### src/rtl/rect_pkg.sv
// Shared types and constants for the rectangle layer scheduler: slot geometry,
// screen dimensions and scheduler state encoding.
package rect_pkg;

    localparam int SCREEN_W     = 96;
    localparam int SCREEN_H     = 64;
    localparam int FRAME_PIXELS = 6144;
    localparam int COORD_W      = 8;
    localparam int COLOR_W      = 16;
    localparam int PIX_IDX_W    = 13;

    // Colour is stored beside the geometry so the hit test only sees the fields it needs.
    typedef struct packed {
        logic               en;
        logic [COORD_W-1:0] x;
        logic [COORD_W-1:0] y;
        logic [COORD_W-1:0] len;
        logic [COORD_W-1:0] hgt;
    } rect_geom_t;

    typedef enum logic [1:0] {
        ST_IDLE,
        ST_PENDING,
        ST_SWAP
    } sched_state_t;

endpackage

### src/rtl/rect_hit_unit.sv
// Combinational coverage test of one rectangle slot against a pixel coordinate.
module rect_hit_unit
    import rect_pkg::*;
(
    input  rect_geom_t         geom_i,
    input  logic [COORD_W-1:0] x_i,
    input  logic [COORD_W-1:0] y_i,
    output logic               hit_o
);

    // Ends are widened by one bit so x0+len past 255 clips instead of wrapping.
    logic [COORD_W:0] x_end;
    logic [COORD_W:0] y_end;

    assign x_end = {1'b0, geom_i.x} + {1'b0, geom_i.len};
    assign y_end = {1'b0, geom_i.y} + {1'b0, geom_i.hgt};

    assign hit_o = geom_i.en
                 && (x_i >= geom_i.x) && ({1'b0, x_i} <= x_end)
                 && (y_i >= geom_i.y) && ({1'b0, y_i} <= y_end);

endmodule

### src/rtl/rect_layer_sched.sv
// Double-buffered rectangle table with a frame-synchronous swap and a two-stage
// hit-test pipeline producing the colour of the highest-priority covering slot.
module rect_layer_sched
    import rect_pkg::*;
#(
    parameter int                        N_RECT   = 8,
    parameter int                        COLOR_W  = rect_pkg::COLOR_W,
    parameter int                        SCREEN_W = rect_pkg::SCREEN_W,
    parameter int                        SCREEN_H = rect_pkg::SCREEN_H,
    parameter logic [COLOR_W-1:0]        BG_COLOR = '0
) (
    input  logic                      clk,
    input  logic                      rst_n,
    input  logic                      wr_valid,
    output logic                      wr_ready,
    input  logic [$clog2(N_RECT)-1:0] wr_idx,
    input  logic                      wr_en,
    input  logic [7:0]                wr_x,
    input  logic [7:0]                wr_y,
    input  logic [7:0]                wr_len,
    input  logic [7:0]                wr_hgt,
    input  logic [COLOR_W-1:0]        wr_color,
    input  logic                      commit_valid,
    output logic                      commit_ready,
    input  logic [12:0]               pixel_index,
    output logic [COLOR_W-1:0]        pixel_data,
    output logic                      hit,
    output logic [$clog2(N_RECT)-1:0] hit_idx,
    output logic                      frame_swapped
);

    localparam int IDX_W = $clog2(N_RECT);
    localparam logic [PIX_IDX_W-1:0] LAST_PIXELS = PIX_IDX_W'(SCREEN_W * SCREEN_H);

    sched_state_t state_q, state_d;

    rect_geom_t         shadow_q       [N_RECT];
    rect_geom_t         active_q       [N_RECT];
    logic [COLOR_W-1:0] shadow_color_q [N_RECT];
    logic [COLOR_W-1:0] active_color_q [N_RECT];

    logic [PIX_IDX_W-1:0] idx_q, prev_idx_q;
    logic                 frame_start;
    logic                 wr_fire, commit_fire;

    assign wr_ready      = (state_q == ST_IDLE);
    assign commit_ready  = (state_q == ST_IDLE);
    assign frame_swapped = (state_q == ST_SWAP);
    assign wr_fire       = wr_valid && wr_ready;
    assign commit_fire   = commit_valid && commit_ready;
    assign frame_start   = (idx_q == '0) && (prev_idx_q != '0);

    always_comb begin
        // NOTE: defaults first; any path that skips an assignment would otherwise infer a latch.
        state_d = state_q;
        unique case (state_q)
            ST_IDLE:    if (commit_fire) state_d = ST_PENDING;
            ST_PENDING: if (frame_start) state_d = ST_SWAP;
            ST_SWAP:    state_d = ST_IDLE;
            default:    state_d = ST_IDLE;
        endcase
    end

    always_ff @(posedge clk or negedge rst_n) begin
        // NOTE: state registers use non-blocking assignments so every flop samples pre-edge values.
        if (!rst_n) state_q <= ST_IDLE;
        else        state_q <= state_d;
    end

    // NOTE: the tables are cleared on reset because an enabled stale slot would paint the screen.
    always_ff @(posedge clk or negedge rst_n) begin
        if (!rst_n) begin
            for (int i = 0; i < N_RECT; i++) begin
                shadow_q[i]       <= '0;
                shadow_color_q[i] <= '0;
            end
        end else if (wr_fire) begin
            shadow_q[wr_idx]       <= '{en: wr_en, x: wr_x, y: wr_y, len: wr_len, hgt: wr_hgt};
            shadow_color_q[wr_idx] <= wr_color;
        end
    end

    always_ff @(posedge clk or negedge rst_n) begin
        if (!rst_n) begin
            for (int i = 0; i < N_RECT; i++) begin
                active_q[i]       <= '0;
                active_color_q[i] <= '0;
            end
        end else if (state_q == ST_SWAP) begin
            active_q       <= shadow_q;
            active_color_q <= shadow_color_q;
        end
    end

    // Stage 1: capture the index; the all-ones reset value lets a first frame at 0 count.
    always_ff @(posedge clk or negedge rst_n) begin
        if (!rst_n) begin
            idx_q      <= '0;
            prev_idx_q <= '1;
        end else begin
            idx_q      <= pixel_index;
            prev_idx_q <= idx_q;
        end
    end

    logic [COORD_W-1:0] pix_x, pix_y;
    logic               pix_oor;

    assign pix_x   = COORD_W'(idx_q % PIX_IDX_W'(SCREEN_W));
    assign pix_y   = COORD_W'(idx_q / PIX_IDX_W'(SCREEN_W));
    assign pix_oor = (idx_q >= LAST_PIXELS);

    // Stage 2: per-slot tests against the active table, then a lowest-index-wins encoder.
    logic [N_RECT-1:0] slot_hit;

    for (genvar g = 0; g < N_RECT; g++) begin : g_slot
        rect_hit_unit u_hit (
            .geom_i (active_q[g]),
            .x_i    (pix_x),
            .y_i    (pix_y),
            .hit_o  (slot_hit[g])
        );
    end

    logic               win_hit;
    logic [IDX_W-1:0]   win_idx;
    logic [COLOR_W-1:0] win_color;

    always_comb begin
        win_hit   = 1'b0;
        win_idx   = '0;
        win_color = BG_COLOR;
        if (!pix_oor) begin
            for (int i = N_RECT - 1; i >= 0; i--) begin
                if (slot_hit[i]) begin
                    win_hit   = 1'b1;
                    win_idx   = IDX_W'(i);
                    win_color = active_color_q[i];
                end
            end
        end
    end

    logic               hit_q;
    logic [IDX_W-1:0]   hit_idx_q;
    logic [COLOR_W-1:0] pixel_data_q;

    always_ff @(posedge clk or negedge rst_n) begin
        if (!rst_n) begin
            hit_q        <= 1'b0;
            hit_idx_q    <= '0;
            pixel_data_q <= BG_COLOR;
        end else begin
            hit_q        <= win_hit;
            hit_idx_q    <= win_idx;
            pixel_data_q <= win_color;
        end
    end

    assign hit        = hit_q;
    assign hit_idx    = hit_idx_q;
    assign pixel_data = pixel_data_q;

endmodule

### config.mk
export PLATFORM = sky130hd
export DESIGN_NAME = rect_layer_sched
export DESIGN_NICKNAME = d
export VERILOG_FILES = /design/src/rtl/rect_pkg.sv /design/src/rtl/rect_hit_unit.sv /design/src/rtl/rect_layer_sched.sv
export SDC_FILE = /design/constraint.sdc
export NUM_CORES = 1
export LEC_CHECK = 0
export ABC_AREA = 1
export BUFFER_PORTS_ARGS = -buffer_cell sky130_fd_sc_hd__buf_2
export CORE_ASPECT_RATIO = 1.4
export CORE_MARGIN = 10
export CORE_UTILIZATION = 35
export CTS_CLUSTER_DIAMETER = 60
export DETAILED_ROUTE_END_ITERATION = 10
export PLACE_DENSITY = 0.47
export SYNTH_ARGS = -nofsm -noshare
export SYNTH_HDL_FRONTEND = slang
export SYNTH_SLANG_ARGS = --single-unit
### constraint.sdc
create_clock -name clk -period 4.73 [get_ports clk]
set_input_delay 0.7095 -clock clk [delete_from_list [all_inputs] [get_ports clk]]
set_output_delay 0.7095 -clock clk [all_outputs]
set_load 0.02 [all_outputs]
## Word-level counts from Yosys, hierarchy flattened

Index checks and enable logic that the tools add are counted.

| operators by class | value |
|---|---|
| add/sub/neg operators | 16 |
| div/mod/pow operators | 2 |
| order comparisons | 35 |
| eq/ne operators | 4 |
| multiplexer cells | 36 |
| bitwise logic cells | 1 |
| reductions and logical operators | 40 |

Operators with widths:

| kind | number |
|---|---|
| bitwise mux 264 bit | 1 |
| 2-to-1 mux 16 bit | 10 |
| adder 8 x 8 -> 9 bit | 16 |
| less-or-equal comparator 8 x 9 -> 1 bit | 16 |
| bitwise mux 128 bit | 1 |
| greater-or-equal comparator 8 bit | 16 |
| demux 33 bit (select 3 bit) | 1 |
| demux 16 bit (select 3 bit) | 1 |
| logical AND 1 bit | 36 |
| 2-to-1 mux 33 bit | 1 |
| 2-to-1 mux 3 bit | 9 |
| divider 13 x 7 -> 13 bit, second input constant | 1 |
| greater-or-equal comparator 13 bit, second input constant | 1 |
| logical NOT 13 bit | 1 |
| remainder unit 13 x 7 -> 13 bit, second input constant | 1 |
| nonzero test 13 bit | 1 |
| 2-to-1 mux 1 bit | 9 |
| greater-or-equal comparator 4 bit, second input constant | 1 |
| < comparator 4 x 1 -> 1 bit, second input constant | 1 |
| 2-to-1 mux 2 bit | 2 |
| NOT 3 -> 4 bit | 1 |
| case mux 2 bit (2 select lines) | 1 |
| == test 2 x 1 -> 1 bit, second input constant | 1 |
| == test 2 bit, second input constant | 1 |
| 4 further kinds | 4 |

| storage, ports and cells | value |
|---|---|
| register bits after elaboration | 832 |
| input bits | 69 |
| output and inout port bits | 23 |

## Longest topological paths before layout

Gate-level depths: netlist of run 1.

| logic depth | value |
|---|---|
| word-level depth | 15 |
| gate-level depth with buffers | 39 |

## Cells and area by module

A second synthesis of run 1 with hierarchy kept.

| second synthesis, totals | value |
|---|---|
| cell total of the unflattened synthesis | 4,980 |
| area, all modules | 42,729.7 µm² |

Modules (own cells, without submodules):

| module | instances | cells an instance | area an instance (µm²) | seq. area each (µm²) |
|---|---|---|---|---|
| rect_layer_sched | 1 | 3,292 | 31,139.9 | 20,836.2 |
| rect_hit_unit at g_slot[0].u_hit ... | 5 | 211 | 1,450.1 | 0.0 |
| rect_hit_unit at g_slot[5].u_hit ... | 3 | 211 | 1,446.4 | 0.0 |

## Worst setup path after synthesis of run 1

OpenSTA, ideal clock, no wires.

| path | value |
|---|---|
| path kind | register to register |
| start point | register idx_q[12] |
| end point | register pixel_data_q[6], in the netlist pixel_data[6] |
| arrival | 5.017 ns |
| setup slack | -0.412 ns |
| stages on the path, launching flop included | 32 |
| buffers on the path | 1 |
| period minus slack after synthesis | 5.142 ns |
| cell sequence | dfrtp_1 > inv_1 > nand3_2 > nand2_2 > nand2_2 > nand3_2 > nand2_2 > nand2_1 > nand3_1 > nand2_1 > nand2_1 > nand2_1 > o21ai_2 > nand2_2 > inv_2 > o21bai_2 > nand3_2 > nand2_1 > xor2_1 > ha_1 > nand2_1 > o41ai_1 > o2111ai_1 > nor2_1 > nand2_2 > buf_2 > nand3_1 > nand3_1 > nand2_1 > nand2_1 > nand2_1 > a21oi_2 |

| on the way | value |
|---|---|
| longest elaborated chain between the ends | 15 |

Ends and longest elaborated chain:

| item | RTL line | text |
|---|---|---|
| from (decl) | rect_layer_sched.sv:42 | `logic [PIX_IDX_W-1:0] idx_q, prev_idx_q;` |
| from (signal assigned) | rect_layer_sched.sv:101 | `idx_q <= pixel_index;` |
| remainder unit 13 x 7 -> 13 bit | rect_layer_sched.sv:109 | `assign pix_x = COORD_W'(idx_q % PIX_IDX_W'(SCREEN_W));` |
| greater-or-equal comparator 8 bit | rect_hit_unit.sv:19 | `&& (x_i >= geom_i.x) && ({1'b0, x_i} <= x_end)` |
| logical AND 1 bit (2 in series) | rect_hit_unit.sv:19 |  |
| logical AND 1 bit (2 in series) | rect_hit_unit.sv:20 | `&& (y_i >= geom_i.y) && ({1'b0, y_i} <= y_end);` |
| 2-to-1 mux 16 bit (8 in series) | rect_layer_sched.sv:135 | `if (slot_hit[i]) begin` |
| 2-to-1 mux 16 bit (*) | rect_layer_sched.sv:133 | `if (!pix_oor) begin` |
| net win_color[6] | rect_layer_sched.sv:127 | `logic [COLOR_W-1:0] win_color;` |
| to (signal assigned) | rect_layer_sched.sv:156 | `pixel_data_q <= win_color;` |
| to (decl) | rect_layer_sched.sv:146 | `logic [COLOR_W-1:0] pixel_data_q;` |

The timed path passes the listed nets; every way through them passes the cells marked *.
A chain may end at the register's enable or synchronous reset.

## Final worst setup path of run 1

| path | value |
|---|---|
| start point | register idx_q[11] |
| end point | register pixel_data_q[14], in the netlist pixel_data[14] |

The elaborated chain is that of the path after synthesis.

==> summary.md, run 1 <==
| Metric | Value |
|---|---|
| Setup tns final | 0 ns |
| Initial Utilization | 35.2% |
| CP required | between 5 and 6 ns |
| Largest net degree at the start of global routing | 181 |
| Hold Buf Count CTS | 0 |
| Initial antenna violation count | 7 |
| Gr usage total | 18.9% |
| Crit end category | flop |
| Reg clk slew, reported paths | about 0.06 ns |
| Max VDD drop | 269 uV |
| Total gr overflow | 0 |
| Drc violations | 0 |
| Highest-count cells in the layout ignoring fill and taps | nand2_1, dfrtp_1, o21ai_0 |
| CP peak stage delay | 0.43 ns |
| PD cells | 334 nW/um^2 |
| Area Growth Syn to Fin | 16.5% |
| Initial DRC count | 1994 |
| Fin crit share | 98.5% |
| Slew Viols, Final | 0 |
| CP max stage cell | dfrtp_2 |
| WL per Instance | 19.8 um |
| Buffer and inverter count on the worst path | 6 |
| IO Count | 92 |
| Post-synth EDFFs | 0 |
| First-pass GRT wire length | 190 mm |
| Unrepaired setup endpoints after global routing | true |
| R2R setup slack | 0.07 ns |
| Cell taking the most area after synthesis | dfrtp_1 |
| CTS root buffer | clkbuf_16 |
| CP Class | flop to flop |
| Most area-consuming cells after synthesis | dfrtp_1, nand2_1, ha_1, o21ai_0, inv_1 |
| Lkg Pwr | 24.1 nW |
| HP Class | input pin to async pin |
| Worst EP arrival | 5.28 ns |
| Max-slew headroom | 20.2% |
| Clock skew | 0.0318 ns |
| Routed Wire Length | 125 mm |
| CTS buffer count | 93 |
| Yosys cell types | 59 |
| Peak Freq | 0.215 GHz |
| Core region area | 116000 um^2 |
| Crit path top cell by count | nand2_1 |
| DP HPWL | 85.5 mm |
| Max Cap Viol | 0 |
| Clk_lat worst skew | 0.68 ns |
| Synth Warn # | 0 |
| Setup Viol. Count Final | 0 |
| Outcome | finished, final reports clean |
| Clock Path Buffers | 3 |
| Die height | about 420 um |
| # rows | 148 |
| Hold Vio Cnt, Final | 0 |
| Fin nets | 5191 |
| Synthesized instance count | 4644 |
| IO Port Bufs | 91 |
| CTS tree | done |
| Clk sinks | 832 |
| Flops & latches, synth | 832 |
| Fin crit period | 4.66 ns |
| Fin util | 41.0% |
| Vias in the first global route | between 30000 and 40000 |
| Worst Max-Slew Pin Slew | 1.20 ns |
| FFs w/ async S/R, synth | 100% |
| Top cell type's share of synthesized area | ~50% |
| Commonest non-fill, non-tap cell in the layout | nand2_1 |
| Startpoint Class | flop |
| Layout cells sized above 1 | 11.3% |
| Die Span X | ~300 um |
| Htree depth | 3 |
| Avg Inst Size Synth | 8.80 um^2 |
| Routability cong. | 0.812 |
| Die area | 131000 um^2 |
| Layout fillers | between 10000 and 15000 |
| Ys flop type | dfrtp_1 |
| Syn Std Cell Area | 40900 um^2 |
| Router iterations before antenna repair | 5 |
| DR vias/cell | between 4 and 5 |
| Worst Path Max Fanout | 7 |
| Sequential-to-total area share from yosys stat | between 50 and 60% |
| ANT nets after route | 0 |
| CP top delay family | compound AO/OA/AOI/OAI gates |
| Vias | 30966 |
[stage by stage]
| step | hold slack (ns) | setup slack, ns | cells | total power [mW] | cell area, um^2 |
|---|---|---|---|---|---|
| finish | 0.0337 | 0.0714 | 6340 | 15.9 | 47600 |
| CTS | 0.0287 | 0.00686 | 6308 | 16.0 | 46700 |
| global placement | 0.409 | 0.0309 | 6143 | 8.54 | 43600 |
| floorplan | 0.353 | 0.0482 | 4647 | 7.92 | 40900 |
| global route | 0.0591 | -0.289 | 6338 | 16.5 | 47600 |
| detailed placement | 0.412 | -0.0870 | 6143 | 8.55 | 43600 |
[routing by layer]
metal,up-vias,wire (um),GRT usage (%)
met3,159,3900,2.35
met2,415,66300,34.9
met5,-,39,0
met1,15088,52000,22.6
li1,15298,-,-
met4,6,3140,5.43
[timing repair]
| item | in CTS | in global routing |
|---|---|---|
| pin swaps | 2 | 49 |
| gates cloned | 0 | 13 |
| buffers inserted | 1 | 17 |
| endpoints found under the setup margin | 19 | 20 |
| gates resized for setup | 10 | 152 |
[cell type report]
| cell class | instances | area [um^2] | area share, % |
|---|---|---|---|
| Inverter | 442 | 1670 | 3.51 |
| Antenna cell | 2 | 5.00 | 0.0105 |
| Clock buffer | 123 | 2620 | 5.50 |
| Timing Repair Buffer | 223 | 2040 | 4.29 |
| Multi-Input combinational cell | 3177 | 18100 | 38.1 |
| Clock inverter | 41 | 440 | 0.925 |
| Sequential cell | 832 | 20800 | 43.8 |
| Tap cell | 1500 | 1880 | 3.94 |
[kinds of logic after synthesis]
| group | Yosys count | synth area share, % |
|---|---|---|
| AO/OA/AOI/OAI | 980 | 13.0 |
| adder cells (fa/ha/maj) | 353 | 11.1 |
| XOR/XNOR | 88 | 1.89 |
| AND/OR/NAND/NOR | 1752 | 17.0 |
| flip-flops | 832 | 51.0 |
| buffers and inverters | 638 | 6.01 |
| other | 1 | 0.00918 |
[final timing paths]
path / endpoint / start / cells past startpoint
setup / recovery: pixel_data[14]$_DFF_PN0_ / idx_q[11]$_DFF_PN0_ / 37
hold / removal: active_color_q[23]$_DFFE_PN0P_ / rst_n / 1
setup reg to reg: pixel_data[14]$_DFF_PN0_ / idx_q[11]$_DFF_PN0_ / 37
hold reg to reg: prev_idx_q[0]$_DFF_PN1_ / idx_q[0]$_DFF_PN0_ / 0
max in group asynchronous: active_color_q[123]$_DFFE_PN0P_ / rst_n / 2
min in group clk: idx_q[6]$_DFF_PN0_ / pixel_index[6] / 1
[sequential cells by signal, indices dropped and copies added (netlist names)]
name and flops:
active_color_q 128, active_q 264, hit 1, hit_idx 3, idx_q 13, pixel_data 16
prev_idx_q 13, shadow_color_q 128, shadow_q 264, state_q 2
[where the power goes]
| part | total, mW | internal, mW | switching [mW] |
|---|---|---|---|
| combinational | 1.26 | 0.437 | 0.820 |
| clock | 7.39 | 4.28 | 3.11 |
| sequential | 7.24 | 7.19 | 0.0441 |
| total | 15.9 | 11.9 | 3.97 |
[cells in the mapped netlist, drive strengths merged, types with 3 or more instances]
cell and n:
a211oi 5, a21boi 24, a21o 20, a21oi 176, a221oi 5, a31o 3
a31oi 3, and2 8, buf 24, clkbuf 172, dfrtp 819, dfstp 13
fa 16, ha 337, inv 442, nand2 1443, nand3 112, nand4 14
nor2 130, nor3 19, nor4 6, nor4b 4, o2111ai 5, o211ai 8
o21a 16, o21ai 681, o21bai 23, o41ai 3, or2 10, xnor2 45
xor2 43
Note: power is estimated with default switching activity, not from simulation.
==> run 2: changes to the inputs <==
==> constraint.sdc (replaced) <==
create_clock -name clk -period 4.73 [get_ports clk]
set_input_delay 0.473 -clock clk [delete_from_list [all_inputs] [get_ports clk]]
set_output_delay 0.473 -clock clk [all_outputs]
set_load 0.02 [all_outputs]
==> run 2 against run 1 <==
Compared with the run above:
- register-to-register slack gained 0.20 ns
- routed wire length shrank 1.5%
- cell count rose by 0.17%
- maximum frequency increased by 4.4%
- worst hold slack better by 0.020 ns
- die area unchanged
==> summary.md, run 2 (synthesized netlist as in run 1, its figures left out) <==
| Metric | Value |
|---|---|
| DP Worst Slack | -0.0142 ns |
| Clock skew | 0.0364 ns |
| GRT met2 Usage | between 30% and 40% |
| Max Cap Viol | 0 |
| Register area | 20800 um^2 |
| Largest net degree at the start of global routing | between 200 and 250 |
| Fin nets | 5194 |
| Drc violations | 0 |
| Fin crit share | ~94% |
| Fin crit period | 4.46 ns |
| CTS root buffer | clkbuf_16 |
| IO Port Bufs | 91 |
| Vias in the first global route | 30466 |
| Total power | ~16 mW |
| HP Class | input pin to flop |
| Clk_lat worst skew | 0.69 ns |
| Max-slew headroom | 24.5% |
| DR vias/cell | 4.84 |
| CTS tree | done |
| Max VDD drop | ~280 uV |
| ANT nets after route | 0 |
| Reg clk slew, reported paths | around 0.060 ns |
| Fin util | approximately 40% |
| Startpoint Class | flop |
| Core region area | between 100000 and 150000 um^2 |
| Vias | 30730 |
| Initial Utilization | 35.2% |
| Placed Area | 43400 um^2 |
| Unrepaired setup endpoints after global routing | true |
| Crit end category | flop |
| Crit path top cell by count | nand2_2 |
| CP Class | flop to flop |
| PD cells | 341 nW/um^2 |
| Area Growth Syn to Fin | 16.3% |
| Outcome | finished, final reports clean |
| Clock Path Buffers | 3 |
| Htree depth | 3 |
| Initial antenna violation count | 8 |
| Die area | 131000 um^2 |
| Met1 GRT Util | between 20 and 25% |
| Slew Viols, Final | 0 |
| Peak Freq | between 0.2 and 0.25 GHz |
| Multi-input logic area | ~18000 um^2 |
| Worst Max-Slew Pin Slew | 1.13 ns |
| Routed Wire Length | 123 mm |
| CP required | 5.34 ns |
| Worst reg2reg path depth | 33 |
| Initial DRC count | about 1900 |
| Clk sinks | around 830 |
| Die height | 424 um |
| Layout cells sized above 1 | 9.86% |
| Met3 Use GR | 2.28% |
| Hold Vio Cnt, Final | 0 |
| Worst EP arrival | roughly 5.1 ns |
| Worst hold path depth | 3 |
| Layout fillers | 11785 |
| Worst Path Max Fanout | 12 |
| # rows | between 100 and 150 |
| Setup tns final | 0 ns |
| Lkg Pwr | 24.1 nW |
| Commonest non-fill, non-tap cell in the layout | nand2_1 |
| WL per Instance | 19.4 um |
| DP HPWL | roughly 84 mm |
| Routability cong. | around 0.8 |
| CP max stage cell | dfrtp_2 |
| First-pass GRT wire length | around 190 mm |
| Top flop regs | active_q: 264 flops, shadow_q: 264 flops |
| CTS buffer count | between 90 and 100 |
| Final worst setup slack | 0.267 ns |
| Gr usage total | roughly a fifth |
| Highest-count cells in the layout ignoring fill and taps | nand2_1, dfrtp_1, o21ai_0 |
| GRT Max-Usage Layer | met2 |
| CP peak stage delay | 0.43 ns |
| Total gr overflow | 0 |
| Setup Viol. Count Final | 0 |
| Die Span X | roughly 300 um |
| Post-route cell area | approximately 48000 um^2 |
| Router iterations before antenna repair | 8 |
| IO Count | 92 |
## run 2: cell count changes in the layout (fill, tap and decap cells not counted), moves of 11 or more
cell,delta
dlygate4sd3_1,+17
nand2_1,+14
clkbuf_8,+11
nand3_1,+18
nand3_2,-21
nand2_2,-14
## run 2: worst max-delay path, delay by kind of cell (launching register included)
kind	cells	cell delay, ns
AND/OR/NAND/NOR	19	1.64
buffers and inverters	7	0.99
AO/OA/AOI/OAI	5	0.83
flip-flops	1	0.43
adder cells (fa/ha/maj)	1	0.26
XOR/XNOR	1	0.22
## run 2: final timing paths
check                                    start                        end  slack (ns)
setup / recovery           idx_q[11]$_DFF_PN0_    pixel_data[1]$_DFF_PN0_        0.27
hold / removal                       wr_hgt[2]   shadow_q[68]$_DFFE_PN0P_        0.05
setup reg to reg           idx_q[11]$_DFF_PN0_    pixel_data[1]$_DFF_PN0_        0.27
hold reg to reg             idx_q[0]$_DFF_PN0_    prev_idx_q[0]$_DFF_PN1_        0.41
max in group asynchronous                rst_n  shadow_q[259]$_DFFE_PN0P_        3.03
min in group asynchronous                rst_n  active_q[132]$_DFFE_PN0P_        0.40
## run 2: final cells by class
type / count / area share [%]
clock inverters: 29 / 0.787
well taps: 1500 / 3.95
flip-flops and latches: 832 / 43.8
diodes: 1 / 0.00527
multi-input cells: 3178 / 37.7
clock buffers: 144 / 6.05
inverters: 442 / 3.52
repair buffers: 225 / 4.14
## run 2: power breakdown
group / switching (mW) / internal [mW]
combinational: 0.828 / 0.454
clock: 3.11 / 4.57
sequential: 0.0461 / 7.19
total: 3.99 / 12.2
## run 2: repair_timing
item	CTS	global route
resized for setup	1	92
hold buffers	17	0
endpoints found under the setup margin	5	20
gates cloned	0	6
setup buffers	0	26
pin swaps	1	29
endpoints found under the hold margin	95	0
## run 2: layer usage
layer | vias to the layer above | wire, um | part of all wire [%]
li1 | 15322 | - | -
met1 | 14851 | 51200 | 41
met2 | 404 | 64900 | 53
met3 | 147 | 3930 | 3.2
met4 | 6 | 3380 | 2.7
met5 | - | 40 | 0.032
## run 2: stage by stage
stage          std cells  hold slack, ns
6_report            6351          0.0539
3_5_place_dp        6128           0.399
3_3_place_gp        6128           0.403
2_1_floorplan       4647           0.177
5_1_grt             6350          0.0405
4_1_cts             6318         0.00535
